==> config.mk <==
export PLATFORM = sky130hd
export DESIGN_NAME = staff_scroll_display
export DESIGN_NICKNAME = d
export VERILOG_FILES = /design/src/rtl/staff_scroll_display.sv
export SDC_FILE = /design/constraint.sdc
export NUM_CORES = 1
export LEC_CHECK = 0
export BUFFER_PORTS_ARGS = -buffer_cell sky130_fd_sc_hd__buf_2
export CAP_MARGIN = 20
export CELL_PAD_IN_SITES_DETAIL_PLACEMENT = 1
export CELL_PAD_IN_SITES_GLOBAL_PLACEMENT = 2
export CORE_MARGIN = 2
export CORE_UTILIZATION = 35
export DETAILED_ROUTE_END_ITERATION = 10
export PLACE_DENSITY = 0.75
export SLEW_MARGIN = 30
export SYNTH_ARGS = -nofsm -noshare
export SYNTH_HDL_FRONTEND = slang
export SYNTH_SLANG_ARGS = --single-unit
==> constraint.sdc <==
create_clock -name pxlclk -period 26.9 [get_ports pxlclk]
set_input_delay 5.38 -clock pxlclk [delete_from_list [all_inputs] [get_ports pxlclk]]
set_output_delay 5.38 -clock pxlclk [all_outputs]
set_load 0.02 [all_outputs]
==> src/rtl/staff_scroll_display.sv <==
// ---------------------------------------------------------------------------
// staff_scroll_display
//
// Scrolling music-staff renderer for the VGA output. It generates the VGA
// raster timing, draws a five-line staff and overlays a left-to-right
// history of up to SLOTS notes or chords. Once the history is full, each new
// note scrolls the staff left by one slot. Codes arrive on a one-deep
// valid/ready input. They are applied only on the commit cycle, which is
// the first pixel of the first blanked line, so no visible frame ever shows
// a half-updated history.
//
// Ports
//   pxlclk      in   1   pixel clock (the only clock)
//   reset       in   1   synchronous, active-high
//   note_valid  in   1   note_code is valid
//   note_code   in   4   0-6 single note DO..SI, 7-10 chords C/E/F/G,
//                        11 clear, 12-15 ignored
//   note_ready  out  1   a code can be accepted this cycle
//   H_SYNC      out  1   horizontal sync, active low
//   V_SYNC      out  1   vertical sync, active low
//   RGB         out  9   pixel colour {R[2:0],G[2:0],B[2:0]}
//   display_en  out  1   pixel on RGB is inside the active area
//   px          out 10   x of the pixel currently on RGB
//   py          out 10   y of the pixel currently on RGB
//   frame_tick  out  1   one-cycle pulse on the commit cycle
// ---------------------------------------------------------------------------
module staff_scroll_display #(
    parameter int         H_ACTIVE     = 640,
    parameter int         H_SYNC_START = 656,
    parameter int         H_SYNC_END   = 752,
    parameter int         H_TOTAL      = 800,
    parameter int         V_ACTIVE     = 400,
    parameter int         V_SYNC_START = 412,
    parameter int         V_SYNC_END   = 414,
    parameter int         V_TOTAL      = 449,
    parameter int         SLOTS        = 8,
    parameter int         SLOT_W_LOG2  = 6,
    parameter int         TOP          = 50,
    parameter int         SPACING      = 25,
    parameter int         THICKNESS    = 5,
    parameter int         R2           = 224,
    parameter logic [8:0] STAFF_RGB    = 9'h1FF,
    parameter logic [8:0] NOTE_RGB     = 9'h038
) (
    input  logic       pxlclk,
    input  logic       reset,
    input  logic       note_valid,
    input  logic [3:0] note_code,
    output logic       note_ready,
    output logic       H_SYNC,
    output logic       V_SYNC,
    output logic [8:0] RGB,
    output logic       display_en,
    output logic [9:0] px,
    output logic [9:0] py,
    output logic       frame_tick
);

    // Width of the slot fill counter (must hold 0..SLOTS) and of a slot index.
    localparam int CW = $clog2(SLOTS + 1);
    localparam int SW = (SLOTS > 1) ? $clog2(SLOTS) : 1;

    // Sized copies of the integer parameters, so every compare is width-matched.
    localparam logic [9:0]    H_LAST     = 10'(H_TOTAL - 1);
    localparam logic [9:0]    V_LAST     = 10'(V_TOTAL - 1);
    localparam logic [9:0]    H_ACT_C    = 10'(H_ACTIVE);
    localparam logic [9:0]    V_ACT_C    = 10'(V_ACTIVE);
    localparam logic [9:0]    HSS_C      = 10'(H_SYNC_START);
    localparam logic [9:0]    HSE_C      = 10'(H_SYNC_END);
    localparam logic [9:0]    VSS_C      = 10'(V_SYNC_START);
    localparam logic [9:0]    VSE_C      = 10'(V_SYNC_END);
    localparam logic [CW-1:0] SLOTS_C    = CW'(SLOTS);
    localparam logic [CW-1:0] COUNT_ONE  = CW'(1);
    localparam logic [9:0]    LOW_MASK   = 10'((1 << SLOT_W_LOG2) - 1);
    localparam logic [9:0]    HALF_W     = 10'(1 << (SLOT_W_LOG2 - 1));
    localparam logic [9:0]    LEDGER_Y   = 10'(TOP + 5 * SPACING);
    localparam logic [9:0]    LEDGER_BOT = 10'(TOP + 5 * SPACING + THICKNESS);
    localparam logic [9:0]    HALF_SP    = 10'(SPACING >> 1);
    localparam logic [21:0]   R2_C       = 22'(R2);
    localparam logic [10:0]   LEDGER_HW  = 11'd14;

    // Raster position of the pixel being computed this cycle.
    logic [9:0] hcnt;
    logic [9:0] vcnt;

    // One-entry input buffer.
    logic       pending_full;
    logic [3:0] pending_code;

    // Note history. Entries at or above count are stale and never drawn.
    logic [3:0]    slot [SLOTS];
    logic [CW-1:0] count;

    logic commit;

    // Per-pixel drawing terms.
    logic [9:0]  idx;
    logic        in_hist;
    logic [3:0]  cur_code;
    logic [9:0]  cx;
    logic [10:0] dx;
    logic [10:0] adx;
    logic [21:0] dx2;
    logic [2:0]  mem_n [3];
    logic [2:0]  mem_v;
    logic [2:0]  hit;
    logic        has_zero;
    logic        on_ledger;
    logic        on_note;
    logic        on_staff;
    logic        active;
    logic [8:0]  colour;

    // The commit cycle is the first pixel of the first blanked line. Because
    // the slot buffer only changes here, the visible area always reads a
    // stable history.
    assign commit     = (hcnt == 10'd0) && (vcnt == V_ACT_C);
    assign frame_tick = commit;
    assign note_ready = ~pending_full;

    // Raster counters: hcnt wraps every line, vcnt advances on each wrap.
    always_ff @(posedge pxlclk) begin
        if (reset) begin
            hcnt <= '0;
            vcnt <= '0;
        end else if (hcnt == H_LAST) begin
            hcnt <= '0;
            vcnt <= (vcnt == V_LAST) ? 10'd0 : vcnt + 10'd1;
        end else begin
            hcnt <= hcnt + 10'd1;
        end
    end

    // Input buffer and fill count. A pending code blocks new input until it
    // is committed, so at most one code enters per frame. On the commit cycle
    // the buffer is still full, so acceptance never coincides with a commit.
    always_ff @(posedge pxlclk) begin
        if (reset) begin
            pending_full <= 1'b0;
            pending_code <= 4'd0;
            count        <= '0;
        end else if (commit && pending_full) begin
            pending_full <= 1'b0;
            if (pending_code <= 4'd10) begin
                if (count < SLOTS_C) begin
                    count <= count + COUNT_ONE;
                end
            end else if (pending_code == 4'd11) begin
                count <= '0;
            end
        end else if (note_valid && !pending_full) begin
            pending_full <= 1'b1;
            pending_code <= note_code;
        end
    end

    // Slot storage. It has no reset because clearing count hides every
    // entry. When the history is full, the oldest entry falls off slot 0 and
    // the new code lands in the last slot.
    always_ff @(posedge pxlclk) begin
        if (!reset && commit && pending_full && (pending_code <= 4'd10)) begin
            if (count < SLOTS_C) begin
                slot[count[SW-1:0]] <= pending_code;
            end else begin
                for (int i = 0; i < SLOTS - 1; i++) begin
                    slot[i] <= slot[i + 1];
                end
                slot[SLOTS - 1] <= pending_code;
            end
        end
    end

    // Column geometry. The slot centre is the start of the slot plus half a
    // slot. Because dx is squared, only |dx| is needed.
    assign idx      = hcnt >> SLOT_W_LOG2;
    assign in_hist  = idx < 10'(count);
    assign cur_code = slot[idx[SW-1:0]];
    assign cx       = (hcnt & ~LOW_MASK) | HALF_W;
    assign dx       = {1'b0, hcnt} - {1'b0, cx};
    assign adx      = dx[10] ? (11'd0 - dx) : dx;
    assign dx2      = 22'(adx) * 22'(adx);

    // Expand the slot code into up to three staff positions n (0 = the
    // ledger-line C). A single note uses only member 0.
    always_comb begin
        mem_n[0] = 3'd0;
        mem_n[1] = 3'd0;
        mem_n[2] = 3'd0;
        mem_v    = 3'b000;
        if (in_hist) begin
            case (cur_code)
                4'd0, 4'd1, 4'd2, 4'd3, 4'd4, 4'd5, 4'd6: begin
                    mem_n[0] = cur_code[2:0];
                    mem_v    = 3'b001;
                end
                4'd7: begin
                    mem_n[0] = 3'd0; mem_n[1] = 3'd2; mem_n[2] = 3'd4;
                    mem_v    = 3'b111;
                end
                4'd8: begin
                    mem_n[0] = 3'd2; mem_n[1] = 3'd4; mem_n[2] = 3'd6;
                    mem_v    = 3'b111;
                end
                4'd9: begin
                    mem_n[0] = 3'd3; mem_n[1] = 3'd5; mem_n[2] = 3'd0;
                    mem_v    = 3'b111;
                end
                4'd10: begin
                    mem_n[0] = 3'd4; mem_n[1] = 3'd6; mem_n[2] = 3'd1;
                    mem_v    = 3'b111;
                end
                default: begin
                end
            endcase
        end
    end

    // One circular head test per chord member. Each step up in n moves the
    // head half a line pitch upward from the ledger line.
    for (genvar m = 0; m < 3; m++) begin : g_head
        logic [9:0]  cy;
        logic [10:0] dy;
        logic [10:0] ady;
        logic [21:0] dy2;

        assign cy     = LEDGER_Y - 10'(mem_n[m]) * HALF_SP;
        assign dy     = {1'b0, vcnt} - {1'b0, cy};
        assign ady    = dy[10] ? (11'd0 - dy) : dy;
        assign dy2    = 22'(ady) * 22'(ady);
        assign hit[m] = mem_v[m] && ((dx2 + dy2) <= R2_C);
    end

    // The ledger line is drawn under any slot that contains the low C.
    assign has_zero  = |(mem_v & {mem_n[2] == 3'd0, mem_n[1] == 3'd0, mem_n[0] == 3'd0});
    assign on_ledger = has_zero && (vcnt >= LEDGER_Y) && (vcnt <= LEDGER_BOT)
                       && (adx < LEDGER_HW);
    assign on_note   = (|hit) || on_ledger;

    // The five staff lines, each THICKNESS+1 rows tall.
    always_comb begin
        on_staff = 1'b0;
        for (int k = 0; k < 5; k++) begin
            if ((vcnt >= 10'(TOP + k * SPACING)) &&
                (vcnt <= 10'(TOP + k * SPACING + THICKNESS))) begin
                on_staff = 1'b1;
            end
        end
    end

    // Notes sit on top of the staff. Blanking forces black.
    assign active = (hcnt < H_ACT_C) && (vcnt < V_ACT_C);

    always_comb begin
        colour = 9'h000;
        if (active) begin
            if (on_note) begin
                colour = NOTE_RGB;
            end else if (on_staff) begin
                colour = STAFF_RGB;
            end
        end
    end

    // Output register. Colour, syncs, enable and coordinates all come from
    // the same counter value, so they stay aligned one cycle behind it.
    always_ff @(posedge pxlclk) begin
        if (reset) begin
            RGB        <= 9'h000;
            H_SYNC     <= 1'b1;
            V_SYNC     <= 1'b1;
            display_en <= 1'b0;
            px         <= 10'd0;
            py         <= 10'd0;
        end else begin
            RGB        <= colour;
            H_SYNC     <= !((hcnt >= HSS_C) && (hcnt < HSE_C));
            V_SYNC     <= !((vcnt >= VSS_C) && (vcnt < VSE_C));
            display_en <= active;
            px         <= hcnt;
            py         <= vcnt;
        end
    end

endmodule

-- After elaboration in Yosys (flattened, before gate mapping)
Memory sizes are Yosys's and may differ from the RTL's. A register that Yosys moved wholly into a read port is not among the register bits.
Index checks and enable logic that the tools add are counted.
- eq/ne operators: 15
- $mul: 7
- reductions and logical operators: 42
- add/subtract/negate cells: 17
- magnitude comparators: 25
- multiplexer cells: 30
- bitwise logic cells: 4
- operators with widths (operator ; count):
    multiplier 11 x 11 -> 22 bit ; 4
    adder 22 bit ; 3
    <= comparator 22 x 8 -> 1 bit, second input constant ; 3
    2-to-1 mux 11 bit ; 4
    subtractor 1 x 11 -> 11 bit, first input constant ; 4
    subtractor 10 x 10 -> 11 bit ; 4
    >= comparator 10 x 7 -> 1 bit, second input constant ; 3
    <= comparator 10 x 8 -> 1 bit, second input constant ; 3
    subtractor 8 x 7 -> 9 bit, first input constant ; 3
    case mux 6 bit (4 select lines) ; 1
    adder 10 x 1 -> 10 bit, second input constant ; 2
    == test 10 x 9 -> 1 bit, second input constant ; 2
    >= comparator 10 x 8 -> 1 bit, second input constant ; 2
    <= comparator 10 x 7 -> 1 bit, second input constant ; 2
    logical AND 1 bit ; 20
    < comparator 10 bit, second input constant ; 2
    < comparator 10 x 9 -> 1 bit, second input constant ; 2
    2-to-1 mux 9 bit ; 2
    == test 4 x 3 -> 1 bit, second input constant ; 4
    == test 4 bit, second input constant ; 4
    2-to-1 mux 4 bit ; 4
    multiplier 3 x 2 -> 5 bit, second input constant ; 3
    2-to-1 mux 1 bit ; 12
    case mux 3 bit (4 select lines) ; 1
    31 further kinds ; 46
- input bits: 7
- flip-flop bits (word level): 61
- memories: 1
- logic and storage cells: 153
- memory bits (writable): 32
- output and inout port bits: 34
- memories (name ; depth ; width ; read ports ; clocked after Yosys merged registers in ; wr ports ; RTL line ; source):
    slot ; 8 ; 4 ; 8 ; 1 ; 8 ; 91 ; logic [3:0] slot [SLOTS];

-- Logic depth before layout (Yosys ltp)
- word-level depth: 16
- depth in mapped cells: 41
- depth with buffers taken out: 40

-- Least setup slack after synthesis
No wires, ideal clock.
- kind: register -> register
- start: reg hcnt[7]
- end: reg RGB[7]
- slack: 17.409 ns
- required time: 26.784 ns
- arrival time: 9.375 ns
- library setup time: 0.116 ns
- cell stages (with the launch flop): 40
- buffers on the path: 3
- period minus slack after synthesis: 9.491 ns
- cell sequence: dfxtp_1 -> buf_6 -> buf_12 -> mux4_2 -> mux2_4 -> nand2_2 -> nor2_1 -> o21ai_0 -> inv_1 -> ha_1 -> fa_1 -> inv_1 -> ha_1 -> inv_1 -> o21bai_1 -> a21oi_1 -> o21ai_1 -> nor2b_1 -> (+4 left out) -> inv_1 -> fa_1 -> inv_1 -> fa_1 -> fa_1 -> inv_1 -> fa_1 -> inv_1 -> ha_1 -> a21o_1 -> a21o_1 -> a32oi_1 -> o31ai_1 -> a21o_1 -> a2111oi_0 -> nand2_1 -> o32a_1 -> and4_1
- longest elaborated chain between the ends: 14
- elaborated cells on any way between the ends: 49
- those cells by class: 14 x add/sub; 7 x mul; 6 x order compare; 6 x mux; 2 x bitwise; 14 x reduce/logical
- RTL lines (what ; RTL line ; source):
    start, declared ; 83 ; logic [9:0] hcnt;
    start signal, assigned ; 130 ; hcnt <= hcnt + 10'd1;
    < comparator 4 bit ; 176 ; assign in_hist = idx < 10'(count);
    2-to-1 mux 9 bit ; 190 ; if (in_hist) begin
    multiplier 3 x 2 -> 5 bit ; 226 ; assign cy = LEDGER_Y - 10'(mem_n[m]) * HALF_SP;
    subtractor 8 x 7 -> 9 bit ; 226 ;
    subtractor 10 x 10 -> 11 bit ; 227 ; assign dy = {1'b0, vcnt} - {1'b0, cy};
    subtractor 1 x 11 -> 11 bit ; 228 ; assign ady = dy[10] ? (11'd0 - dy) : dy;
    2-to-1 mux 11 bit ; 228 ;
    multiplier 11 x 11 -> 22 bit ; 229 ; assign dy2 = 22'(ady) * 22'(ady);
    adder 22 bit ; 230 ; assign hit[m] = mem_v[m] && ((dx2 + dy2) <= R2_C);
    <= comparator 22 x 8 -> 1 bit ; 230 ;
    logical AND 1 bit ; 230 ;
    OR reduction 3 bit ; 237 ; assign on_note = (|hit) || on_ledger;
    logical OR 1 bit ; 237 ;
    OR reduction 3 bit (no source line) * ; n/a ;
    end signal, assigned ; 275 ; RGB <= colour;
    end, declared ; 52 ; output logic [8:0] RGB,
Every way passes the cells marked *; elsewhere a longest branch is shown, timed or not.
A chain may end at the register's enable or synchronous reset.

-- Worst setup path after layout
Ends and elaborated chain as after synthesis.

==> results.toml <==
[global_routing]
antenna_found_initial = 0
use_met3 = 0.0197
grt_overflow = 0
grt_pass1_vias = 16800
grt.total_usage = 0.190
grt_max_degree = 38
grt_first_pass_wirelength_mm = 86.5
use_met1 = 0.242
grt-busiest-layer = "met2"
gr-usage-met2 = 0.338

[floorplanning]
initial_core_util = 0.354
die-area_um2 = 57700
die_w_um = 240
num_rows = 86
boundaryPins = 41
coreArea_um2 = 55100
die_h_um = 240

[final_layout]
fin_nets = 2884
drive_gt1_frac = 0.0565
stdcell_area_um2 = 21200
stdcell_count = 3085
area_growth_pct = 8.87

[timing]
period_share = 0.425
period_minus_slack_ns = 11.43
maxSlewViolCount = 0
setup_viol = 0
final.setup_skew_ns = 0.0114
relSlewSlack = 0.369
rsz0062_at_grt = "false"
tns_ns = 0
tightest_slew_ns = 0.940
hold_violations = 0
fmax_mhz = 87.5

[clock_network]
root_buffer = "clkbuf_16"
htree_levels = 3
clk_path_buf_depth = 2
ctsHoldBuffers = 0
clk_latency_ns = 0.35
clkTransAtPathRegs_ns = 0.07
cts_tree = "built"
cts.sinks = 86
cts_made_buffers = 9
ctsResizeCount = 0
post-cts-setup-buffers = 0

[synth]
ys_seq_elements = 86
postSynthAreaPerCell_um2 = 8.82
synth_most_common_cell = "inv_1"
synth_warnings = 0
synth_area_um2 = 19500
synth-edff-count = 32
synth_area_leaders = "fa_1, ha_1, inv_1, dfxtp_1, edfxtp_1"
synthArstFlopShare = 0
synth-main-ff-cell = "dfxtp_1"
synth_commonest_cells = "inv_1, fa_1, ha_1, nor2_1, nand2_1"
synth_top_area_share = 0.328
syn_inst = 2212
synth-seq-area-share = 0.105
ys_types = 81
synth_largest_area_cell = "fa_1"

[placed_design]
place_congestion = 0.848
port_buffers = 40
dp_hpwl_mm = 45.3
place_inst = 3068
placed_cell_area_um2 = 20900

[setup_path]
end_kind = "flop"
cpPeakStageDelay_ns = 0.82
crit_required_ns = 27.15
crit_path_frequent_cell = "fa_1"
critPathLaunchType = "flop"
crit_fanout = 15
arrival_ns = 11.68
cp_slowest_cell = "dfxtp_1"
critPathKind = "reg -> reg"

[detailed_routing]
drt_iter0_markers = 478
post_drt_via_cell_ratio = 4.89
drt.antenna.violating_nets = 0
vias = 15100
drt-pass1-iter-count = 5
wirelength_mm = 52.3
drc = 0
avgRoutedWirePerCell_um = 17.0

[worst_hold_path]
min_path_type = "reg -> reg"

[run]
max-cap-violations = 0

[outcome]
status = "finished clean"
[critical path, delay by kind of cell (launching register included)]
family	cells	cell delay (ns)
AOI/OAI and AO/OA	9	2.33
xor gates and xnor gates	1	0.53
adders and majority gates	9	4.04
buffers and inverters	5	0.51
DFF	1	0.82
muxes	2	1.25
and+or+nand+nor	7	1.84
[stage by stage]
step                      utilization  setup slack (ns)  hold slack, ns
after floorplan                     -             17.41           0.450
after global placement          0.379             15.55           0.517
after detailed placement        0.380             15.35           0.520
after CTS                       0.385             15.29           0.532
after global routing            0.386             14.63           0.561
final                           0.386             15.47           0.526
[flip-flops by register name, summed over array words and instances (netlist names)]
register      cells
pending_code      4
H_SYNC            1
display_en        1
py               10
V_SYNC            1
RGB               2
hcnt             10
pending_full      1
px               10
slot             32
vcnt             10
count             4
[path summary, 6_finish.rpt]
check | cells after the start | to | slack (ns) | start
worst max-delay path | 33 | RGB[7] | 15.47 | hcnt[7]
worst min-delay path | 2 | pending_full | 0.53 | pending_full
worst max register to register | 33 | RGB[7] | 15.47 | hcnt[7]
worst min register to register | 2 | pending_full | 0.53 | pending_full
[cells by family after synthesis]
group	share of synthesized area
buffers and inverters	0.0980
adders and majority gates	0.474
and+or+nand+nor	0.148
muxes	0.0222
other	0.000385
DFF	0.105
xor gates and xnor gates	0.0534
AOI/OAI and AO/OA	0.0995
[area by class of cell]
| cell class | count | area, um^2 |
|---|---|---|
| Antenna cell | 1 | 2.50 |
| Clock buffer | 9 | 225 |
| Clock inverter | 7 | 71.3 |
| Fill cell | 6598 | 33900 |
| Inverter | 436 | 1640 |
| Multi-Input combinational cell | 1744 | 16000 |
| Sequential cell | 86 | 2040 |
| Tap cell | 748 | 936 |
| Timing Repair Buffer | 54 | 305 |
[per-layer routing]
metal / routed length (um) / up-vias
met3: 1200 / 51
met1: 23500 / 7713
met5: 0 / -
li1: - / 7191
met2: 26000 / 144
met4: 1550 / 0
[cell usage in the layout (no fill, tap or decap), types with 51 or more instances in the layout]
| master | instances |
|---|---|
| ha_1 | 226 |
| inv_1 | 418 |
| nand2_1 | 190 |
| nor2_1 | 219 |
| a21oi_1 | 86 |
| fa_1 | 320 |
| dfxtp_1 | 54 |
| conb_1 | 116 |
| xnor2_1 | 72 |
| o21ai_0 | 51 |
Power is not shown: default switching activity piles up to over one toggle a cycle in this logic, so the estimate is an artifact.
